$ cat src/rtl/instr_fetch_unit_pkg.sv
// Shared CPU definitions for the fetch stage.
//   XLEN / INSTR_BYTES : datapath width and instruction size in bytes
//   RESET_PC_DEFAULT   : default fetch address after reset
//   fetch_state_e      : fetch FSM states (BOOT, RUN, FLUSH)
//   align_pc()         : forces a byte address onto a word boundary
package instr_fetch_unit_pkg;

    localparam int XLEN        = 32;
    localparam int INSTR_BYTES = 4;
    localparam logic [XLEN-1:0] RESET_PC_DEFAULT = 32'h0000_0000;

    typedef enum logic [1:0] {
        ST_BOOT  = 2'd0,
        ST_RUN   = 2'd1,
        ST_FLUSH = 2'd2
    } fetch_state_e;

    function automatic logic [XLEN-1:0] align_pc(input logic [XLEN-1:0] addr);
        return {addr[XLEN-1:2], 2'b00};
    endfunction

endpackage

$ cat src/rtl/instr_fetch_unit_fetch_fifo.sv
// Small synchronous FIFO holding fetched {pc, instr} pairs.
//   clk, reset_n : clock, asynchronous active-low reset
//   push/push_data : write one entry (accepted when not full, or when full and popping)
//   pop            : remove the head entry (ignored when empty)
//   flush          : empty the FIFO; overrides push and pop in the same cycle
//   count          : number of valid entries (0..DEPTH)
//   head_valid/head_data : head entry; head_data reads 0 while empty
module fetch_fifo #(
    parameter int DEPTH = 2,
    parameter int WIDTH = 64,
    localparam int CW = $clog2(DEPTH + 1),
    localparam int AW = (DEPTH > 1) ? $clog2(DEPTH) : 1
) (
    input  logic             clk,
    input  logic             reset_n,
    input  logic             push,
    input  logic [WIDTH-1:0] push_data,
    input  logic             pop,
    input  logic             flush,
    output logic [CW-1:0]    count,
    output logic             head_valid,
    output logic [WIDTH-1:0] head_data
);

    logic [WIDTH-1:0] mem [DEPTH];
    logic [AW-1:0]    wr_ptr;
    logic [AW-1:0]    rd_ptr;
    logic             do_push;
    logic             do_pop;

    function automatic logic [AW-1:0] ptr_inc(input logic [AW-1:0] p);
        return (p == AW'(DEPTH - 1)) ? '0 : p + 1'b1;
    endfunction

    assign do_pop     = pop && (count != '0) && !flush;
    // A full FIFO still takes a push when the head leaves in the same cycle.
    assign do_push    = push && !flush && ((count < CW'(DEPTH)) || do_pop);
    assign head_valid = (count != '0);
    assign head_data  = head_valid ? mem[rd_ptr] : '0;

    always_ff @(posedge clk or negedge reset_n) begin
        if (!reset_n) begin
            wr_ptr <= '0;
            rd_ptr <= '0;
            count  <= '0;
        end else if (flush) begin
            wr_ptr <= '0;
            rd_ptr <= '0;
            count  <= '0;
        end else begin
            if (do_push) wr_ptr <= ptr_inc(wr_ptr);
            if (do_pop)  rd_ptr <= ptr_inc(rd_ptr);
            case ({do_push, do_pop})
                2'b10:   count <= count + 1'b1;
                2'b01:   count <= count - 1'b1;
                default: count <= count;
            endcase
        end
    end

    // Storage needs no reset: entries are only observable through head_data,
    // which is gated by head_valid.
    always_ff @(posedge clk) begin
        if (do_push) mem[wr_ptr] <= push_data;
    end

endmodule

$ cat src/rtl/instr_fetch_unit.sv
// Instruction fetch stage: owns the PC, issues word fetches over a
// request/grant interface, buffers returned words with their PC and hands
// them to the decoder. Redirects reload the PC, flush buffered words and
// drop responses that were already in flight.
//   clk, reset_n           : clock, asynchronous active-low reset
//   imem_req/addr/gnt      : fetch request, word-aligned address, grant
//   imem_rvalid/rdata      : in-order response word
//   redirect_valid/target  : one-cycle branch/jump redirect and new PC
//   instr_valid/ready      : decoder handshake
//   instr/instr_pc         : head word and its PC
//   fsm_state              : current fetch FSM state (observation only)
//
// Handshakes: a request transfers in a cycle where imem_req & imem_gnt; a
// response transfers whenever imem_rvalid is high (no back-pressure); an
// instruction transfers in a cycle where instr_valid & instr_ready. A valid
// source holds its payload until the transfer, except that a redirect
// withdraws both imem_req and the buffered instructions.
module instr_fetch_unit
    import instr_fetch_unit_pkg::*;
#(
    parameter logic [XLEN-1:0] RESET_PC = RESET_PC_DEFAULT,
    parameter int              DEPTH    = 2
) (
    input  logic            clk,
    input  logic            reset_n,
    output logic            imem_req,
    output logic [XLEN-1:0] imem_addr,
    input  logic            imem_gnt,
    input  logic            imem_rvalid,
    input  logic [XLEN-1:0] imem_rdata,
    input  logic            redirect_valid,
    input  logic [XLEN-1:0] redirect_target,
    output logic            instr_valid,
    input  logic            instr_ready,
    output logic [XLEN-1:0] instr,
    output logic [XLEN-1:0] instr_pc,
    output fetch_state_e    fsm_state
);

    localparam int CW = $clog2(DEPTH + 1);

    fetch_state_e    state;
    fetch_state_e    state_next;
    logic [XLEN-1:0] fetch_pc;
    logic [XLEN-1:0] resp_pc;
    logic [CW-1:0]   outstanding;
    logic [CW-1:0]   discard;
    logic [CW-1:0]   discard_next;
    logic [CW-1:0]   fifo_count;
    logic [CW:0]     in_use;
    logic            granted;
    logic            accept_word;
    logic            fifo_pop;
    logic [2*XLEN-1:0] head_data;

    // Credit: every granted request already owns a FIFO slot, so requests in
    // flight plus buffered words never exceed DEPTH.
    assign in_use      = {1'b0, outstanding} + {1'b0, fifo_count};
    assign granted     = imem_req && imem_gnt;
    assign accept_word = imem_rvalid && (discard == '0) && !redirect_valid;
    assign fifo_pop    = instr_valid && instr_ready && !redirect_valid;

    assign imem_addr   = fetch_pc;
    assign fsm_state   = state;
    assign instr_pc    = head_data[2*XLEN-1:XLEN];
    assign instr       = head_data[XLEN-1:0];

    always_comb begin
        state_next   = state;
        discard_next = discard;
        imem_req     = 1'b0;

        // Discard is recomputed on every redirect from what is still in
        // flight; a response landing in the redirect cycle is dropped too.
        if (redirect_valid) begin
            discard_next = outstanding - CW'(imem_rvalid);
        end else if (imem_rvalid && (discard != '0)) begin
            discard_next = discard - 1'b1;
        end

        case (state)
            ST_BOOT: begin
                state_next = ST_RUN;
            end
            ST_RUN, ST_FLUSH: begin
                imem_req   = !redirect_valid && (in_use < (CW + 1)'(DEPTH));
                state_next = (discard_next != '0) ? ST_FLUSH : ST_RUN;
            end
            default: begin
                state_next = ST_BOOT;
            end
        endcase
    end

    always_ff @(posedge clk or negedge reset_n) begin
        if (!reset_n) begin
            state       <= ST_BOOT;
            fetch_pc    <= RESET_PC;
            resp_pc     <= RESET_PC;
            outstanding <= '0;
            discard     <= '0;
        end else begin
            state   <= state_next;
            discard <= discard_next;

            case ({granted, imem_rvalid})
                2'b10:   outstanding <= outstanding + 1'b1;
                2'b01:   outstanding <= outstanding - 1'b1;
                default: outstanding <= outstanding;
            endcase

            if (redirect_valid) begin
                fetch_pc <= align_pc(redirect_target);
                resp_pc  <= align_pc(redirect_target);
            end else begin
                if (granted)     fetch_pc <= fetch_pc + XLEN'(INSTR_BYTES);
                if (accept_word) resp_pc  <= resp_pc + XLEN'(INSTR_BYTES);
            end
        end
    end

    fetch_fifo #(
        .DEPTH (DEPTH),
        .WIDTH (2 * XLEN)
    ) u_fifo (
        .clk        (clk),
        .reset_n    (reset_n),
        .push       (accept_word),
        .push_data  ({resp_pc, imem_rdata}),
        .pop        (fifo_pop),
        .flush      (redirect_valid),
        .count      (fifo_count),
        .head_valid (instr_valid),
        .head_data  (head_data)
    );

endmodule
$ cat config.mk
export PLATFORM = sky130hd
export DESIGN_NAME = instr_fetch_unit
export DESIGN_NICKNAME = d
export VERILOG_FILES = /design/src/rtl/instr_fetch_unit_pkg.sv /design/src/rtl/instr_fetch_unit_fetch_fifo.sv /design/src/rtl/instr_fetch_unit.sv
export SDC_FILE = /design/constraint.sdc
export NUM_CORES = 1
export LEC_CHECK = 0
export ABC_AREA = 1
export BUFFER_PORTS_ARGS = -buffer_cell sky130_fd_sc_hd__buf_2
export CAP_MARGIN = 20
export CORE_ASPECT_RATIO = 1.4
export CORE_UTILIZATION = 61
export CTS_CLUSTER_SIZE = 8
export DETAILED_ROUTE_END_ITERATION = 12
export PLACE_DENSITY = 0.82
export SETUP_SLACK_MARGIN = 0.3
export SLEW_MARGIN = 20
export SYNTH_ARGS = -nofsm -noshare
export SYNTH_HDL_FRONTEND = slang
export SYNTH_SLANG_ARGS = --single-unit
$ cat constraint.sdc
create_clock -name clk -period 9.8 [get_ports clk]
set_clock_uncertainty 0.2 [all_clocks]
set_input_delay 1.96 -clock clk [delete_from_list [all_inputs] [get_ports clk]]
set_output_delay 1.96 -clock clk [all_outputs]
set_load 0.05 [all_outputs]
==> summary.md <==
| Metric | Value |
|---|---|
| Status | `finished clean` |
| Final Net Count | `1300` |
| Yosys warning total | `0` |
| Max-cap violations | `0` |
| Vias per cell | `approximately 5.5` |
| Setup bufs post-CTS | `0` |
| Port Buffers | `around 160` |
| Crit Path Max Fanout | `38` |
| Clk root buf | `clkbuf_16` |
| CP endpoint kind | `output pin` |
| Core Footprint | `0.0152 mm2` |
| Total number of vias | `just under 8000` |
| Area Overhead vs Synth | `16.2%` |
| # DRC | `0` |
| CTS resizes | `0` |
| Post-synthesis sequential area ratio | `57.1%` |
| DRT Pass-1 Iters | `6` |
| Synth area leader | `edfxtp_1` |
| Area contributors post-synth | `edfxtp_1 (39%), dfrtp_1 (18%), nand2_1 (15%)` |
| Crit path time final | `roughly 5500 ps` |
| Num ports | `170` |
| Slowest cell on crit path | `buf_2` |
| Pin count of the biggest net entering global routing | `slightly above 70` |
| Cell variety after synth | `48` |
| Critical path type | `in2out` |
| Top cell by count, worst path | `buf_2` |
| Rel. slew slack | `between 30% and 40%` |
| Syn_area_per_cell | `approximately 9 um2` |
| Critical Path Max Stage Delay | `about 590 ps` |
| Slew @ Worst Pin | `~1000 ps` |
| Initial antenna violation count | `0` |
| N_diodes | `0` |
| Post-synth top area share | `around two fifths` |
| Worst path cell trace | `buf_2 -> inv_4 -> nand3_1 -> inv_1 -> buf_2` |
| RSZ-0062 raised after global routing | `no` |
| Netlist Area Pre-Place | `0.00958 mm2` |
| Share of cells above drive strength 1 | `20.5%` |
| H-Tree Depth | `4` |
| First-pass GRT wire length | `36900 um` |
| Final Slew Violations | `0` |
| Gr usage total | `between 20 and 30%` |
| Post-synth EDFFs | `124` |
| DR WL/cell | `approximately 16 um` |
| Worst skew pair latency | `430 ps` |
| GR Overflow Total | `0` |
| Cell Area, Placed | `between 0.01 and 0.015 mm2` |
| CP required | `7640 ps` |
| Critical Path AT | `3350 ps` |
| Async S/R FF share, synth | `a little over a third` |
| CTS Buf Count | `17` |
| Hold-fix buffers, CTS | `0` |
| Critical path startpoint category | `primary input` |
| Post-synth top cells | `nand2_1 (393), edfxtp_1 (124), nor2_1 (84)` |
| Main synth FF type | `edfxtp_1` |
| Die Y | `150 um` |
| Power Density | `approximately 270 mW/mm2` |
| WL final | `roughly 23000 um` |
| Fin crit share | `between 50% and 60%` |
| Leakage power | `4.81 nW` |
| Final Hold Vio Count | `0` |
| Number of routed nets with antenna violations | `0` |
| Setup TNS | `0 ps` |
| Top-count cell post-synth | `nand2_1` |
| Starting Density | `63.1%` |
| # rows | `53` |
| F_max | `roughly 180 MHz` |
| Final setup fails | `0` |
| Final HPWL DP | `roughly 16000 um` |
| GP Congestion | `~0.96` |
| Vias in the first global route | `7456` |
| Die area | `roughly 0.016 mm2` |
| # clock sinks | `just under 200` |
| Yosys reg bits | `around 190` |
| Worst vdd ir | `0.205 mV` |
| Synth Instances | `about 1100` |
| TritonCTS clock tree | `built` |
| Maximum clock path buffer count | `2` |
| Die Wd | `about 110 um` |
| Fin area | `around 0.011 mm2` |
| HP Class | `reg2reg` |
| Detailed Route Iter0 Violations | `606` |
| Reg clk slew, reported paths | `approximately 70 ps` |
per-layer routing:
layer | global-route usage [%] | vias up | routed length (um)
met4 | 12.1 | 0 | 843
met3 | 5.06 | 53 | 1560
met2 | 51.7 | 352 | 11600
met5 | 0 | - | 0
li1 | - | 3831 | -
met1 | 37.1 | 3683 | 9150
metrics by stage:
step	instances	hold WS, ps	utilization (%)	setup slack (ps)	total power, mW
floorplan	1072	281	-	4190	2.06
global placement	1394	300	69.2	4310	2.33
detailed placement	1394	323	69.2	4290	2.35
CTS	1426	339	73.2	4270	3.05
global route	1427	372	73.3	4180	3.20
finish	1427	333	73.3	4290	3.04
power by group:
part | total [mW] | internal [mW] | switching (mW)
Clock | 0.697 | 0.349 | 0.348
Sequential | 1.11 | 0.993 | 0.116
Combinational | 1.23 | 0.275 | 0.960
flip-flops by register name, indices dropped and copies added, names as in the netlist:
| register | flops |
|---|---|
| fsm_state | 2 |
| discard | 2 |
| u_fifo.rd_ptr | 1 |
| outstanding | 2 |
| u_fifo.count | 2 |
| u_fifo.mem | 124 |
| imem_addr | 30 |
| u_fifo.wr_ptr | 1 |
| resp_pc | 30 |
layout by cell type, fill, tap and decap left out, types with 4 or more instances in the layout:
cell type	instances
o21ai_0	17
o21bai_1	4
nand3b_1	11
a21oi_1	79
clkbuf_16	17
nand4_1	5
xor2_1	14
inv_2	12
clkinv_8	5
edfxtp_1	124
o211ai_1	9
inv_1	69
nand3_1	52
nor2_4	11
o221ai_1	4
dfrtp_1	69
buf_2	163
conb_1	4
nor2_1	82
nand2_1	393
nor2_2	10
ha_1	7
o21ai_1	21
inv_6	5
buf_4	5
critical path, delay by kind of cell:
family | cells | cell delay (ps)
buf+inv | 4 | 1180
simple gates | 1 | 180
logic make-up after synthesis:
family / share of synthesized area (%)
buffers and inverters: 5.41
adders and majority gates: 1.12
other: 0.0391
AOI/OAI and AO/OA: 8.20
DFF: 57.1
xor gates and xnor gates: 1.37
and+or+nand+nor: 26.7
final cells by class:
| class | instances | area, um2 |
|---|---|---|
| well taps | 192 | 240 |
| clock inverters | 14 | 178 |
| inverters | 84 | 318 |
| flip-flops and latches | 194 | 5480 |
| repair buffers | 169 | 873 |
| clock buffers | 18 | 429 |
| fillers | 1145 | 4060 |
| multi-input cells | 756 | 3610 |
path summary, 6_finish.rpt:
path,start,end,slack [ps],cells past startpoint
setup / recovery,redirect_valid,imem_req,4290,5
hold / removal,resp_pc[6],u_fifo.mem[0][38],330,0
setup reg to reg,discard[0],resp_pc[20],6740,9
hold reg to reg,resp_pc[6],u_fifo.mem[0][38],330,0
max in group asynchronous,reset_n,u_fifo.rd_ptr,7160,2
min in group asynchronous,reset_n,imem_addr[25],1540,2
No activity file was read; power rests on OpenSTA's default activity.
